===== config.mk =====
export PLATFORM = sky130hd
export DESIGN_NAME = jtopl_wrseq
export DESIGN_NICKNAME = d
export VERILOG_FILES = /design/src/rtl/jtopl_wrseq.sv
export SDC_FILE = /design/constraint.sdc
export NUM_CORES = 1
export LEC_CHECK = 0
export CORE_MARGIN = 1
export CORE_UTILIZATION = 55
export CTS_BUF_LIST = sky130_fd_sc_hd__clkbuf_16
export DETAILED_ROUTE_END_ITERATION = 10
export PLACE_DENSITY = 0.71
export SYNTH_ARGS = -nofsm -noshare
export SYNTH_HDL_FRONTEND = slang
export SYNTH_SLANG_ARGS = --single-unit
export TNS_END_PERCENT = 1

===== constraint.sdc =====
create_clock -name clk -period 3.7 [get_ports clk]
set_clock_uncertainty 0.1 [all_clocks]
set_input_delay 1.11 -clock clk [delete_from_list [all_inputs] [get_ports clk]]
set_output_delay 1.11 -clock clk [all_outputs]
set_load 0.1 [all_outputs]

===== src/rtl/jtopl_wrseq.sv =====
// jtopl_wrseq: queues host register writes in a small FIFO and plays each
// one out to the OPL core as an address strobe then a data strobe, with
// cen-timed waits after each strobe.
// Build option JTOPL_WRSEQ_SKIPADDR_EN: remember the last selected register
// and skip the address phase when the next entry targets the same register.
module jtopl_wrseq #(
  parameter int unsigned FIFO_AW   = 3,
  parameter int unsigned ADDR_WAIT = 3,
  parameter int unsigned DATA_WAIT = 23
) (
  input  logic             clk,
  input  logic             rst,
  input  logic             i_cen,
  input  logic             i_req_valid,
  input  logic [7:0]       i_req_reg,
  input  logic [7:0]       i_req_val,
  output logic             o_req_ready,
  input  logic             i_flush,
  output logic [7:0]       o_opl_din,
  output logic             o_opl_addr,
  output logic             o_opl_write,
  output logic             o_busy,
  output logic [FIFO_AW:0] o_fifo_cnt
);

  localparam int unsigned DEPTH = 1 << FIFO_AW;
  localparam int unsigned CNT_W = FIFO_AW + 1;
  localparam int unsigned WMAX  = (ADDR_WAIT > DATA_WAIT) ? ADDR_WAIT : DATA_WAIT;
  localparam int unsigned WC_W  = (WMAX < 2) ? 1 : $clog2(WMAX + 1);

  typedef enum logic [2:0] {
    S_IDLE  = 3'd0,
    S_ADDR  = 3'd1,
    S_AWAIT = 3'd2,
    S_DATA  = 3'd3,
    S_DWAIT = 3'd4
  } state_t;

  logic [15:0]        r_mem [DEPTH];
  logic [FIFO_AW-1:0] r_wptr;
  logic [FIFO_AW-1:0] r_rptr;
  logic [CNT_W-1:0]   r_fifo_cnt;
  logic [CNT_W-1:0]   w_fifo_cnt_nxt;
  logic               r_req_ready;
  logic               w_push;
  logic               w_pop;
  logic [15:0]        w_head;

  state_t             r_state;
  state_t             w_state_nxt;
  logic [WC_W-1:0]    r_wcnt;
  logic [WC_W-1:0]    w_wcnt_nxt;
  logic [7:0]         r_hold_val;
  logic               r_opl_write;
  logic               r_opl_addr;
  logic [7:0]         r_opl_din;
  logic               r_busy;
  logic               w_write_nxt;
  logic               w_addr_nxt;
  logic [7:0]         w_din_nxt;

  // Flush takes priority over a push in the same cycle.
  assign w_push = i_req_valid && r_req_ready && !i_flush;
  assign w_head = r_mem[r_rptr];

  // FIFO storage write port.
  always_ff @(posedge clk) begin
    if (w_push) r_mem[r_wptr] <= {i_req_reg, i_req_val};
  end

  // Wrap-around read/write pointers; flush empties the queue.
  always_ff @(posedge clk) begin
    if (rst || i_flush) begin
      r_wptr <= '0;
      r_rptr <= '0;
    end else begin
      if (w_push) r_wptr <= r_wptr + FIFO_AW'(1);
      if (w_pop)  r_rptr <= r_rptr + FIFO_AW'(1);
    end
  end

  // Next occupancy from this cycle's push/pop/flush.
  always_comb begin
    w_fifo_cnt_nxt = r_fifo_cnt;
    if (i_flush)
      w_fifo_cnt_nxt = '0;
    else if (w_push && !w_pop)
      w_fifo_cnt_nxt = r_fifo_cnt + CNT_W'(1);
    else if (!w_push && w_pop)
      w_fifo_cnt_nxt = r_fifo_cnt - CNT_W'(1);
  end

  // Registered occupancy and ready, both derived from the next count.
  always_ff @(posedge clk) begin
    if (rst) begin
      r_fifo_cnt  <= '0;
      r_req_ready <= 1'b1;
    end else begin
      r_fifo_cnt  <= w_fifo_cnt_nxt;
      r_req_ready <= (w_fifo_cnt_nxt != CNT_W'(DEPTH));
    end
  end

`ifdef JTOPL_WRSEQ_SKIPADDR_EN
  logic [7:0] r_shadow;
  logic       r_shadow_vld;
  logic       w_skip;

  assign w_skip = r_shadow_vld && (r_shadow == w_head[15:8]);

  // Track the register number last latched by an address phase.
  always_ff @(posedge clk) begin
    if (rst) begin
      r_shadow     <= '0;
      r_shadow_vld <= 1'b0;
    end else if (w_pop && !w_skip) begin
      r_shadow     <= w_head[15:8];
      r_shadow_vld <= 1'b1;
    end
  end
`endif

  // Sequencer next state; strobes are launched on entry to ADDR/DATA so the
  // registered strobe lines up with the state that owns it.
  always_comb begin
    w_state_nxt = r_state;
    w_wcnt_nxt  = r_wcnt;
    w_pop       = 1'b0;
    w_write_nxt = 1'b0;
    w_addr_nxt  = r_opl_addr;
    w_din_nxt   = r_opl_din;
    case (r_state)
      S_IDLE: begin
        if ((r_fifo_cnt != '0) && !i_flush) begin
          w_pop       = 1'b1;
          w_write_nxt = 1'b1;
`ifdef JTOPL_WRSEQ_SKIPADDR_EN
          if (w_skip) begin
            w_state_nxt = S_DATA;
            w_addr_nxt  = 1'b1;
            w_din_nxt   = w_head[7:0];
          end else begin
            w_state_nxt = S_ADDR;
            w_addr_nxt  = 1'b0;
            w_din_nxt   = w_head[15:8];
          end
`else
          w_state_nxt = S_ADDR;
          w_addr_nxt  = 1'b0;
          w_din_nxt   = w_head[15:8];
`endif
        end
      end
      S_ADDR: begin
        w_wcnt_nxt = WC_W'(ADDR_WAIT);
        if (ADDR_WAIT == 0) begin
          w_state_nxt = S_DATA;
          w_write_nxt = 1'b1;
          w_addr_nxt  = 1'b1;
          w_din_nxt   = r_hold_val;
        end else begin
          w_state_nxt = S_AWAIT;
        end
      end
      S_AWAIT: begin
        if (i_cen) begin
          if (r_wcnt <= WC_W'(1)) begin
            w_wcnt_nxt  = '0;
            w_state_nxt = S_DATA;
            w_write_nxt = 1'b1;
            w_addr_nxt  = 1'b1;
            w_din_nxt   = r_hold_val;
          end else begin
            w_wcnt_nxt = r_wcnt - WC_W'(1);
          end
        end
      end
      S_DATA: begin
        w_wcnt_nxt  = WC_W'(DATA_WAIT);
        w_state_nxt = (DATA_WAIT == 0) ? S_IDLE : S_DWAIT;
      end
      S_DWAIT: begin
        if (i_cen) begin
          if (r_wcnt <= WC_W'(1)) begin
            w_wcnt_nxt  = '0;
            w_state_nxt = S_IDLE;
          end else begin
            w_wcnt_nxt = r_wcnt - WC_W'(1);
          end
        end
      end
      default: begin
        w_state_nxt = S_IDLE;
        w_wcnt_nxt  = '0;
      end
    endcase
  end

  // Sequencer state, wait counter, holding register and registered outputs.
  always_ff @(posedge clk) begin
    if (rst) begin
      r_state     <= S_IDLE;
      r_wcnt      <= '0;
      r_hold_val  <= '0;
      r_opl_write <= 1'b0;
      r_opl_addr  <= 1'b0;
      r_opl_din   <= '0;
      r_busy      <= 1'b0;
    end else begin
      r_state     <= w_state_nxt;
      r_wcnt      <= w_wcnt_nxt;
      r_opl_write <= w_write_nxt;
      r_opl_addr  <= w_addr_nxt;
      r_opl_din   <= w_din_nxt;
      r_busy      <= (w_state_nxt != S_IDLE) || (w_fifo_cnt_nxt != '0);
      if (w_pop) r_hold_val <= w_head[7:0];
    end
  end

  assign o_req_ready = r_req_ready;
  assign o_fifo_cnt  = r_fifo_cnt;
  assign o_opl_write = r_opl_write;
  assign o_opl_addr  = r_opl_addr;
  assign o_opl_din   = r_opl_din;
  assign o_busy      = r_busy;

endmodule


==> metrics.cfg <==
[floorplanning]
dieHeight_um=113
die-area_um2=12800
rows=40
initial_core_util_pct=56.4
dieWidth_um=113
io_pins=37
coreArea_um2=12000

[sta]
finalMaxSlewViolations=0
max_freq_mhz=368
setup_viol_count_final=0
tightest_slew_ns=0.785
relSlewSlack_pct=47.6
rsz0062_at_grt=false
finalHoldViolations=0
whs_ns=0.363
setup_slack_ns=0.986
period_needed_ns=2.71
tns_ns=0
period_share_pct=73.4

[clock_network]
cts_hold_buf=0
cts_buffers=17
cts_root_buf=clkbuf_16
cts_tree=done
cts_max_level=4
post_cts_buffers=0
cts_resized=0
cts_sinks=169
clkSlewWorstSetupHoldPaths_ns=0.06
clk_path_buf_depth=2
clock_latency_ns=0.43

[synthesis]
synth-async-reset-ratio_pct=0
yosys.area.top_type=edfxtp_1
synth-edff-count=128
ys.flop_type=edfxtp_1
synthTopCellsByArea=edfxtp_1 (57%), dfxtp_1 (12%), mux4_2 (11%)
synth_area_per_cell_um2=15.9
ys_seq_area_share_pct=68.8
synth_top_area_share_pct=56.7
syn_area_um2=6780
ys_seq_elements=169
yosys-top-cells-count=edfxtp_1 (128), nor2_1 (47), dfxtp_1 (41)
syn_inst=426
synth_warnings=0
synth_nets=453
synth_most_common_cell=edfxtp_1
ys_types=49

[grt]
grt_pass1_wl_mm=20.3
grt_max_degree=30
grt_pass1_vias=3700
antenna_found_initial=0
gr-total-overflow=0
grt_use_total_pct=22.3

[setup_path]
cp_data_arrival_time_ns=2.91
worst-setup-path-type=primary input to flop
r2r_slack_ns=1.30
worst_r2r_path_depth=5
start_kind=primary input
cp-end-kind=flop
cp_max_fo=10
worst_r2r_endpoint=o_opl_din[2]$_SDFFE_PP0P_
critPathRequiredTime_ns=3.90

[worst_hold_path]
whs_path_depth=2
hold_class=flop to flop
worstHoldStart=o_opl_addr$_SDFFE_PP0P_
hold_path_end=o_opl_addr$_SDFFE_PP0P_

[place]
io_buffer_count=36
dpl.cell_count=599
placed_area_um2=7290
place_hpwl_mm=7.86
pre_cts_slack_ns=0.563
gp_congestion=0.853

[final_layout]
syn_to_final_growth_pct=16.2
final_cells=630
drive_gt1_share_pct=20.7
stdcell_area_um2=7880
fin_nets=498
fin_util_pct=65.6
fillers=837
n_antenna_cell=0

[power]
p_sw_mw=1.26
p_clk_share_pct=37.1
ir_drop_mv=0.373
power.density_nw_per_um2=596
seq_power_share_pct=46.6
internal_power_mw=3.43
power_leakage_nw=2.58
comb_power_share_pct=16.3
p_total_mw=4.69
sw_frac_of_total_pct=26.9

[routing]
via_per_inst=5.91
wl_per_cell_um=20.4
drcViolationCount=0
ant_nets=0
drtPass1Iterations=4
drt-total-wl_mm=12.9
dr_total_vias=3725
drtIter0Drc=271

[run_status]
outcome=complete, no violations

[flow_run]
cap_violations=0

-- power groups by stage --
stage | logic, mW | clock network [mW] | registers (mW)
6_report | 0.766 | 1.74 | 2.19
5_1_grt | 0.823 | 1.86 | 2.20
3_5_place_dp | 0.771 | 0 | 2.23
3_3_place_gp | 0.757 | 0 | 2.22
2_1_floorplan | 0.417 | 0 | 2.40
4_1_cts | 0.772 | 1.77 | 2.19
-- registers in the layout (all words and copies together), names as in the netlist, named ones only --
| name | cells |
|---|---|
| o_busy | 1 |
| o_fifo_cnt | 4 |
| o_opl_addr | 1 |
| o_opl_din | 8 |
| o_opl_write | 1 |
| o_req_ready | 1 |
| r_hold_val | 8 |
| r_mem | 128 |
| r_rptr | 3 |
| r_state | 3 |
| r_wcnt | 5 |
| r_wptr | 3 |
-- worst max path at each step --
stage | start | to | cells past startpoint
final | i_req_valid | o_busy$_SDFF_PP0_ | 6
after global routing | i_req_valid | o_busy$_SDFF_PP0_ | 6
after CTS | i_req_valid | o_busy$_SDFF_PP0_ | 6
after detailed placement | i_req_valid | o_busy$_SDFF_PP0_ | 6
after global placement | i_req_valid | o_busy$_SDFF_PP0_ | 6
after floorplan | i_req_valid | r_mem[0][0]$_DFFE_PP_ | 3
-- per-layer routing --
layer  vias to the layer above  track usage (%)  wire, µm
met4                         0             10.2       360
li1                       1754                -         -
met2                        95             35.7      6320
met1                      1848             28.7      5650
met5                         -                0         0
met3                        28             5.89       527
-- cell type report --
type / count / area [µm²] / share of cell area (%)
inverter: 6 / 22.5 / 0.286
sequential: 169 / 4670 / 59.2
timing repair buffer: 49 / 418 / 5.31
multi-input combinational: 228 / 2000 / 25.4
clock inverter: 14 / 159 / 2.02
tap: 147 / 184 / 2.34
clock buffer: 17 / 425 / 5.40
-- critical path, cell delays in order --
cell and delay [ns]:
clkdlybuf4s50_1 0.42, and2_1 0.29, or4_1 0.43, mux2i_1 0.27, mux2i_1 0.27, a41oi_2 0.12
-- cell families after synthesis --
kind of cell / Yosys count / synth area share (%)
XOR/XNOR: 8 / 1.03
adder cells (fa/ha/maj): 6 / 1.11
multiplexers: 51 / 13.5
AND/OR/NAND/NOR: 105 / 7.99
AO/OA/AOI/OAI: 58 / 5.74
buffers and inverters: 29 / 1.81
flip-flops: 169 / 68.8
-- placed cells by master, fill, tap and decap left out, types with 3 or more instances in the layout --
master / n
a211oi_1: 12
a21oi_1: 17
a221oi_1: 6
and2_1: 3
buf_4: 29
bufinv_16: 3
clkbuf_16: 17
clkdlybuf4s50_1: 20
clkinvlp_4: 3
dfxtp_1: 40
edfxtp_1: 128
ha_1: 6
inv_1: 8
mux2_2: 3
mux2i_1: 16
mux4_2: 32
nand2_1: 15
nand2b_1: 4
nand3_1: 4
nand4_1: 4
nor2_1: 47
nor2b_1: 3
nor3_1: 5
nor3b_1: 5
o21ai_0: 7
o21ai_1: 3
xnor2_1: 6
Power figures use the tool's default switching activity.
